[src/rtl/irrigation_timer_ctrl.sv]
// Irrigation watering timer: a two-digit BCD countdown (tens 0..3, units 0..9)
// decremented once every PRESCALE tick pulses while the valve is open.
//
// state  | meaning
// IDLE   | waiting for start; count held at the last result (00 after stop/expiry)
// RUN    | valve open; ticks advance the prescaler and decrement the count
// HOLD   | paused; valve closed, prescaler and count frozen
// FINISH | count reached 00; done high for this single cycle
module irrigation_timer_ctrl #(
  parameter int unsigned PRESCALE = 60
) (
  input  logic       clock,
  input  logic       reset,
  input  logic       start,
  input  logic       stop,
  input  logic       pause,
  input  logic       tick,
  input  logic [1:0] load_tens,
  input  logic [3:0] load_units,
  output logic [1:0] tens,
  output logic [3:0] units,
  output logic       valve,
  output logic       busy,
  output logic       done
);

  localparam int unsigned PW = (PRESCALE > 1) ? $clog2(PRESCALE) : 1;
  localparam logic [PW-1:0] PS_LAST = PW'(PRESCALE - 1);

  typedef enum logic [1:0] {
    S_IDLE   = 2'd0,
    S_RUN    = 2'd1,
    S_HOLD   = 2'd2,
    S_FINISH = 2'd3
  } state_t;

  state_t        state, state_n;
  logic [PW-1:0] ps, ps_n;
  logic [1:0]    tens_n;
  logic [3:0]    units_n;
  logic [3:0]    units_clamped;

  assign units_clamped = (load_units > 4'd9) ? 4'd9 : load_units;

  always_ff @(posedge clock or negedge reset) begin
    if (!reset) begin
      state <= S_IDLE;
      ps    <= '0;
      tens  <= 2'd0;
      units <= 4'd0;
      valve <= 1'b0;
      busy  <= 1'b0;
      done  <= 1'b0;
    end else begin
      state <= state_n;
      ps    <= ps_n;
      tens  <= tens_n;
      units <= units_n;
      valve <= (state_n == S_RUN);
      busy  <= (state_n == S_RUN) || (state_n == S_HOLD);
      done  <= (state_n == S_FINISH);
    end
  end

  always_comb begin
    state_n = state;
    ps_n    = ps;
    tens_n  = tens;
    units_n = units;
    unique case (state)
      S_IDLE: begin
        if (start && !stop) begin
          tens_n  = load_tens;
          units_n = units_clamped;
          ps_n    = '0;
          state_n = ((load_tens == 2'd0) && (units_clamped == 4'd0)) ? S_FINISH : S_RUN;
        end
      end
      S_RUN: begin
        if (stop) begin
          state_n = S_IDLE;
          tens_n  = 2'd0;
          units_n = 4'd0;
          ps_n    = '0;
        end else if (pause) begin
          state_n = S_HOLD;
        end else if (tick) begin
          if (ps == PS_LAST) begin
            ps_n = '0;
            if (units != 4'd0) begin
              units_n = units - 4'd1;
            end else if (tens != 2'd0) begin
              units_n = 4'd9;
              tens_n  = tens - 2'd1;
            end
            if ((tens_n == 2'd0) && (units_n == 4'd0)) begin
              state_n = S_FINISH;
            end
          end else begin
            ps_n = ps + 1'b1;
          end
        end
      end
      S_HOLD: begin
        if (stop) begin
          state_n = S_IDLE;
          tens_n  = 2'd0;
          units_n = 4'd0;
          ps_n    = '0;
        end else if (!pause) begin
          state_n = S_RUN;
        end
      end
      S_FINISH: begin
        state_n = S_IDLE;
      end
      default: begin
        state_n = S_IDLE;
      end
    endcase
  end

endmodule

[config.mk]
export PLATFORM = sky130hd
export DESIGN_NAME = irrigation_timer_ctrl
export DESIGN_NICKNAME = d
export VERILOG_FILES = /design/src/rtl/irrigation_timer_ctrl.sv
export SDC_FILE = /design/constraint.sdc
export NUM_CORES = 1
export LEC_CHECK = 0
export CAP_MARGIN = 20
export CORE_ASPECT_RATIO = 0.9
export CORE_MARGIN = 2
export CORE_UTILIZATION = 45
export CTS_BUF_LIST = sky130_fd_sc_hd__clkbuf_4 sky130_fd_sc_hd__clkbuf_8
export DETAILED_ROUTE_END_ITERATION = 8
export PLACE_DENSITY = 0.7
export SETUP_SLACK_MARGIN = 0.15
export SKIP_CTS_REPAIR_TIMING = 1
export SLEW_MARGIN = 20
export SYNTH_ARGS = -nofsm -noshare
export SYNTH_HDL_FRONTEND = slang
export SYNTH_SLANG_ARGS = --single-unit
[constraint.sdc]
create_clock -name clock -period 5.4 [get_ports clock]
set_input_delay 1.08 -clock clock [delete_from_list [all_inputs] [get_ports clock]]
set_output_delay 1.08 -clock clock [all_outputs]
set_load 0.01 [all_outputs]
Word level (Yosys, flattened, before mapping)
Index checks and enable logic that the tools add are counted.
{"block": "classes", "n_addsub": 3, "magnitude_cmp": 1, "eq_ne": 12, "n_mux": 46, "n_reduce_logical": 15}
{"cell": "2-to-1 mux 4 bit", "n": 14}
{"cell": "2-to-1 mux 2 bit", "n": 22}
{"cell": "2-to-1 mux 6 bit", "n": 6}
{"cell": "case mux 6 bit (3 select lines)", "n": 1}
{"cell": "case mux 4 bit (3 select lines)", "n": 1}
{"cell": "!= test 3 bit (second input constant)", "n": 3}
{"cell": "equality test 2 bit (second input constant)", "n": 4}
{"cell": "logical NOT 4 bit", "n": 2}
{"cell": "case mux 2 bit (4 select lines)", "n": 1}
{"cell": "adder 6 x 1 -> 6 bit (second input constant)", "n": 1}
{"cell": "equality test 6 bit (second input constant)", "n": 1}
{"cell": "logical NOT 2 bit", "n": 3}
{"cell": "case mux 2 bit (3 select lines)", "n": 1}
{"cell": "AND reduction 6 bit", "n": 1}
{"cell": "AND reduction 5 bit", "n": 1}
{"cell": "equality test 2 x 1 -> 1 bit (second input constant)", "n": 2}
{"cell": "> comparator 4 bit (second input constant)", "n": 1}
{"cell": "!= test 2 bit (second input constant)", "n": 2}
{"cell": "nonzero test 4 bit", "n": 1}
{"cell": "subtractor 4 x 1 -> 4 bit (second input constant)", "n": 1}
{"cell": "logical AND 1 bit", "n": 3}
{"cell": "nonzero test 3 bit", "n": 1}
{"cell": "nonzero test 2 bit", "n": 1}
{"cell": "subtractor 2 x 1 -> 2 bit (second input constant)", "n": 1}
{"cell": "other kinds (2)", "n": 2}
{"block": "totals", "reg_bits": 17, "input_bits": 12, "output_inout_bits": 9, "wordCells": 84}

Logic depth before layout (Yosys ltp)
Gate-level depths: netlist of run 1.
{"block": "logic_depth", "word_depth": 18, "mapped_depth": 9, "depth_no_buf": 8}

Least setup slack after synthesis of run 1
Ideal clock, no wire load.
{"block": "synth_path", "kind": "input-to-reg", "from": "input pause", "to": "register units[1]", "setup_ns": 0.125, "arrival_time_ns": 2.433, "t_required_ns": 5.275, "path_slack_ns": 2.843, "cell_stages": 5, "n_path_buf": 1, "cell_sequence": "or3b_1 -> a221o_1 -> buf_2 -> nor2_2 -> mux2_2"}
{"block": "synth_via", "elab_chain_cells": 2}
{"element": "from (decl)", "line_no": "16", "rtl": "input logic pause,"}
{"element": "!= test 3 bit (no line)"}
{"element": "AND reduction 6 bit (no line)"}
{"element": "to (signal assigned)", "line_no": "58", "rtl": "units <= units_n;"}
{"element": "to (decl)", "line_no": "21", "rtl": "output logic [3:0] units,"}
No other way between the ends.
A chain may end at the register's enable or synchronous reset.

Worst setup path after layout of run 1
Same ends and word-level chain as after synthesis.

==> results.md, run 1 <==
* GP Congestion at 0.912
* Largest net degree at the start of global routing at 20
* Chip height at 52.1 um
* Vias per cell at 6.20
* Post-DRT Antenna Nets at 0
* Place WS at 2.08 ns
* Crit path max fanout at 19
* Syn Nets at 145
* Hold_sp: ps[1]
* Post-synth EDFFs at 0
* Max cap viols at 0
* Crit path from: pause
* DRT Wirelength at 2640 um
* DRT Pass-1 Iters at 4
* Area after DPL at 1380 um2
* Total global routing overflow at 0
* Core Util, Final at 0.574
* Setup TNS at 0 ns
* PD cells at 451 nW/um2
* Placeable Area at 2450 um2
* Hold_ws at 0.525 ns
* Distinct cells, synth at 46
* Register area share after synthesis at 0.368
* Clock Tree Buf Depth at 2
* Vias after detailed routing at 1085
* Filler cells at 206
* TritonCTS clock tree: done
* Inst Count DP at 171
* # IOs at 21
* Post-synth top flop: dfrtp_1
* # setup viols final at 0
* Status: completed
* Clk root buf: clkbuf_4
* Tcrit/Tclk final at 0.560
* Fin worst setup slack at 2.37 ns
* Syn. warnings at 0
* Fin nets at 167
* First-pass GRT wire length at 4310 um
* Share of synthesized registers carrying an async set or reset at 1.00
* Fin crit period at 3.03 ns
* Die W at 57.4 um
* Initial antenna violation count at 0
* DR iter-0 viols at 79
* Post-Layout Cell Count at 175
* Met3 WL post-DR at 232 um
* Global Route Usage Sum at 0.186
* Path category of the worst min-delay check: register to register
* Leakage at 0.578 nW
* Hold Vio Cnt, Final at 0
* Antenna diodes at 0
* Critical Path AT at 3.21 ns
* Row count at 17
* Critical Path Sink Type: register
* Average cell area after synthesis at 9.17 um2
* Share of layout cells above drive strength 1 at 0.0884
* Slew HR at 0.518
* Max frequency at 331 MHz
* Top delay family on crit path: simple AND/OR/NAND/NOR gates
* Mapped Cells at 126
* CTS clk-pin slew, worst paths at 0.10 ns
* Met1 wire length at 1240 um
* Worst-Margin Slew at 0.720 ns
* DRC Markers at 0
* Maximum VDD drop at 0.263 mV
* Wire per inst at 15.1 um
* Clock latency on the worst-skew pair at 0.29 ns
* WP data required at 5.58 ns
* Area delta synth->final at 21.7%
* Met2 WL post-DR at 1110 um
* CP Cell Sequence: clkdlybuf4s50_1 -> or3b_1 -> a221o_1 -> nor2_2 -> mux2_2
* Top routing layer used: met4
* Crit Path Class: primary input to register
* Dpl hpwl at 2100 um
* Inserted Clock Buffers at 3
* Worst path slowest cell: a221o_1
* CP startpoint kind: primary input
* Die ar. at 2990 um2
* Area of the multi-input gates at 679 um2
* Clk sink count at 17
* Reg2Reg Launch Point: units[0]
* Pwr Total at 633 uW
* Max H-tree Level at 1
* Final Cell Area at 1410 um2
* Clock Skew at 0.00696 ns
* CP max stage delay at 0.50 ns
* Slew Limit Fails at 0
* Buf/Inv on CP at 1
* PortBufs at 20
* RSZ-0062 raised after global routing: false
* Post-synthesis cell area at 1150 um2
* Starting Density at 0.472
* Synth Register Bits at 17
* Vias in the first global route at 942
* Reg area at 425 um2
==> layer usage <==
metal  GRT usage  vias to the layer above
met1       0.276                      504
met2       0.271                       48
li1            -                      527
met4      0.0620                        0
met5           0                        -
met3      0.0323                        6
==> worst min-delay path: cells and delay by family, from the launching register on <==
kind            cells  cell delay (ns)
flops               1             0.38
compound gates      1             0.06
simple gates        1             0.05
==> path summary, 6_finish.rpt <==
check | endpoint | slack (ns) | cells after the start
setup / recovery | units[1] | 2.37 | 5
hold / removal | ps[1] | 0.52 | 2
setup reg to reg | busy | 2.84 | 8
hold reg to reg | ps[1] | 0.52 | 2
max in group asynchronous | state[1] | 3.73 | 1
min in group asynchronous | ps[2] | 1.21 | 1
==> state kept, by name, indices dropped and copies added, names as in the netlist <==
name and cells:
ps 6, tens 2, units 4, valve 1, state 2, done 1
busy 1
==> cells in the mapped netlist, types with 2 or more instances <==
cell,n,share of area
o21a_1,2,0.013
nor4b_1,3,0.023
dfrtp_1,17,0.37
or2_2,2,0.011
or4b_2,2,0.017
o21ai_0,10,0.043
nor2b_1,3,0.016
nor3b_1,2,0.013
nor3_1,3,0.013
a211oi_1,2,0.013
a21oi_1,7,0.030
a32oi_1,4,0.030
inv_1,10,0.033
o31ai_1,3,0.020
nand3_1,2,0.0087
or3b_2,2,0.015
a21o_1,2,0.013
ha_1,7,0.076
nor2_1,8,0.026
or4_1,2,0.013
clkbuf_1,2,0.0065
or3_1,4,0.022
nand2_1,4,0.013
==> cell type report <==
| class | instances | area share |
|---|---|---|
| multi-input combinational | 96 | 0.484 |
| sequential | 17 | 0.303 |
| timing repair buffer | 20 | 0.142 |
| inverter | 10 | 0.0267 |
| tap | 28 | 0.0249 |
| clock buffer | 3 | 0.0160 |
| clock inverter | 1 | 0.00356 |
==> cell families (layout without fill, tap and decap cells) <==
| family | count (synthesis) | in the layout | synth area share |
|---|---|---|---|
| DFF | 17 | 17 | 0.368 |
| muxes | 2 | 2 | 0.0184 |
| and+or+nand+nor | 44 | 44 | 0.232 |
| buffers and inverters | 13 | 34 | 0.0433 |
| adders and majority gates | 7 | 7 | 0.0758 |
| AOI/OAI and AO/OA | 43 | 43 | 0.262 |
==> cell usage in the layout, fill, tap and decap left out, types with 2 or more instances in the layout <==
cell | netlist | routed
a21o_1 | 2 | 2
o21ai_0 | 10 | 10
ha_1 | 7 | 7
dfrtp_1 | 17 | 17
nand2_1 | 4 | 4
o21a_1 | 2 | 2
nand3_1 | 2 | 2
clkdlybuf4s50_1 | 0 | 20
a32oi_1 | 4 | 4
nor3b_1 | 2 | 2
clkbuf_4 | 0 | 3
or3b_2 | 2 | 2
a211oi_1 | 2 | 2
inv_1 | 10 | 10
or4_1 | 2 | 2
nor2_1 | 8 | 8
or3_1 | 4 | 4
nor2b_1 | 3 | 3
or2_2 | 2 | 2
or4b_2 | 2 | 2
nor4b_1 | 3 | 3
a21oi_1 | 7 | 7
nor3_1 | 3 | 3
o31ai_1 | 3 | 3
==> power by group <==
group	internal, mW	switching, mW
sequential	0.162	0.0508
combinational	0.170	0.184
clock	0.0275	0.0383
Note: power is estimated with default switching activity, not from simulation.
==> run 2: changes to the inputs <==
Settings changed: PLACE_DENSITY 0.7 to 0.73.
Clock period 5.4 ns to 2.65 ns, I/O delays scaled along.
==> results.md, run 2 (synthesis gave the netlist of run 1 again) <==
* Int Pwr at 764 uW
* Starting Density at 0.472
* Status: completed
* DRC Markers at 0
* Combinational Power Share at 0.574
* Slew HR at 0.508
* CP max stage delay at 0.49 ns
* Crit Path Class: register to register
* Clock latency on the worst-skew pair at 0.29 ns
* First-pass GRT wire length at 4480 um
* Sw power at 578 uW
* Maximum VDD drop at 0.712 mV
* WP data required at 2.85 ns
* GP Congestion at 0.856
* DR iter-0 viols at 64
* Most frequent cells in the layout: clkdlybuf4s50_1, dfrtp_1, inv_1, o21ai_0, nor2_1
* Worst-Margin Slew at 0.735 ns
* Max cap viols at 0
* Buf/Inv on CP at 2
* CTS clk-pin slew, worst paths at 0.10 ns
* Area after DPL at 1400 um2
* Inserted Clock Buffers at 3
* Total global routing overflow at 0
* Dpl hpwl at 2010 um
* Setup TNS at 0 ns
* WP depth at 8
* Post-Layout Cell Count at 178
* Area delta synth->final at 25.1%
* Wire per inst at 14.9 um
* Clk root buf: clkbuf_4
* Slew Limit Fails at 0
* RSZ-0062 raised after global routing: true
* PD cells at 929 nW/um2
* Reg2Reg Launch Point: units[0]
* Hold Vio Cnt, Final at 0
* Fin nets at 170
* Top flop regs: ps x6, units x4
* Critical Path Sink Type: register
* Max FFs per register at 6
* Leakage at 0.591 nW
* Tcrit/Tclk final at 0.913
* # setup viols final at 0
* CP startpoint kind: register
* Worst path slowest cell: or3b_2
* Largest net degree at the start of global routing at 18
* Hold_ws at 0.535 ns
* Clk sink count at 17
* Hold_sp: ps[1]
* Vias in the first global route at 996
* Core Util, Final at 0.591
* Most frequent cell on the critical path: inv_1
* CP Cell Sequence: inv_1 -> ha_2 -> or3b_2 -> nor4b_2 -> o221ai_2 -> a21o_1 -> ha_1 -> inv_1
* Path category of the worst min-delay check: register to register
* Sequential power share at 0.325
* Final Cell Area at 1450 um2
* Pwr Total at 1.34 mW
* Inst Count DP at 174
* Place WS at 0.0627 ns
* Chip height at 52.1 um
* Clock Skew at 0.00961 ns
* Largest Register: ps
* Vias per cell at 6.21
* Initial antenna violation count at 0
* Vias after detailed routing at 1106
* # IOs at 21
* Commonest non-fill, non-tap cell in the layout: clkdlybuf4s50_1
* Switch share at 0.431
* Max H-tree Level at 1
* Global Route Usage Sum at 0.197
* Fin worst setup slack at 0.232 ns
* DRT Pass-1 Iters at 4
* PortBufs at 20
* DRT Wirelength at 2650 um
* Row count at 17
* TritonCTS clock tree: done
* Crit path from: units[0]
* Share of layout cells above drive strength 1 at 0.140
* Clock Tree Buf Depth at 2
* Die ar. at 2990 um2
* R2R depth at 8
* Antenna diodes at 0
* Hold depth at 2
* Placeable Area at 2450 um2
* Top delay family on crit path: simple AND/OR/NAND/NOR gates
* Die W at 57.4 um
* Crit path max fanout at 8
* Post-DRT Antenna Nets at 0
* Critical Path AT at 2.62 ns
* Max frequency at 413 MHz
* Clk network pwr share at 0.101
* Fin crit period at 2.42 ns
## run 2: power by group through the flow
stage	combinational, mW	clock [mW]	sequential, mW
after global routing	0.847	0.157	0.451
after detailed placement	0.745	0	0.436
after CTS	0.749	0.140	0.430
after floorplan	0.474	0	0.433
final	0.771	0.136	0.436
after global placement	0.731	0	0.430
## run 2: worst paths after layout
check                      endpoint  slack (ns)
hold / removal                ps[1]        0.53
max in group asynchronous  state[0]        1.48
hold reg to reg               ps[1]        0.53
min in group asynchronous      busy        0.67
setup reg to reg               busy        0.23
setup / recovery               busy        0.23
## run 2: final cells by class
cell class / count / area, um2
timing repair buffer: 23 / 223
inverter: 10 / 37.5
sequential: 17 / 427
fill: 216 / 1000
clock buffer: 3 / 22.5
clock inverter: 1 / 5.00
multi-input combinational: 96 / 696
tap: 28 / 35.0
## run 2: per-layer routing
layer / routed length [um] / vias up / GRT usage / part of all wire
met4: 41 / 0 / 0.0814 / 0.015
li1: - / 535 / - / -
met5: 0 / - / 0 / 0
met3: 135 / 4 / 0.0547 / 0.051
met2: 1250 / 42 / 0.303 / 0.47
met1: 1220 / 525 / 0.261 / 0.46
## run 2: worst min-delay path, stage by stage, from the launching register on
cell	delay, ns
dfrtp_1	0.38
nand2_1	0.05
o21ai_0	0.07
==> run 3: changes to the inputs <==
Settings changed: ABC_CLOCK_PERIOD_IN_PS set to 2650, SLEW_MARGIN 20 to 10.
==> results of run 3 <==
The final DEF is identical to that of run 2; final timing and power are the same.
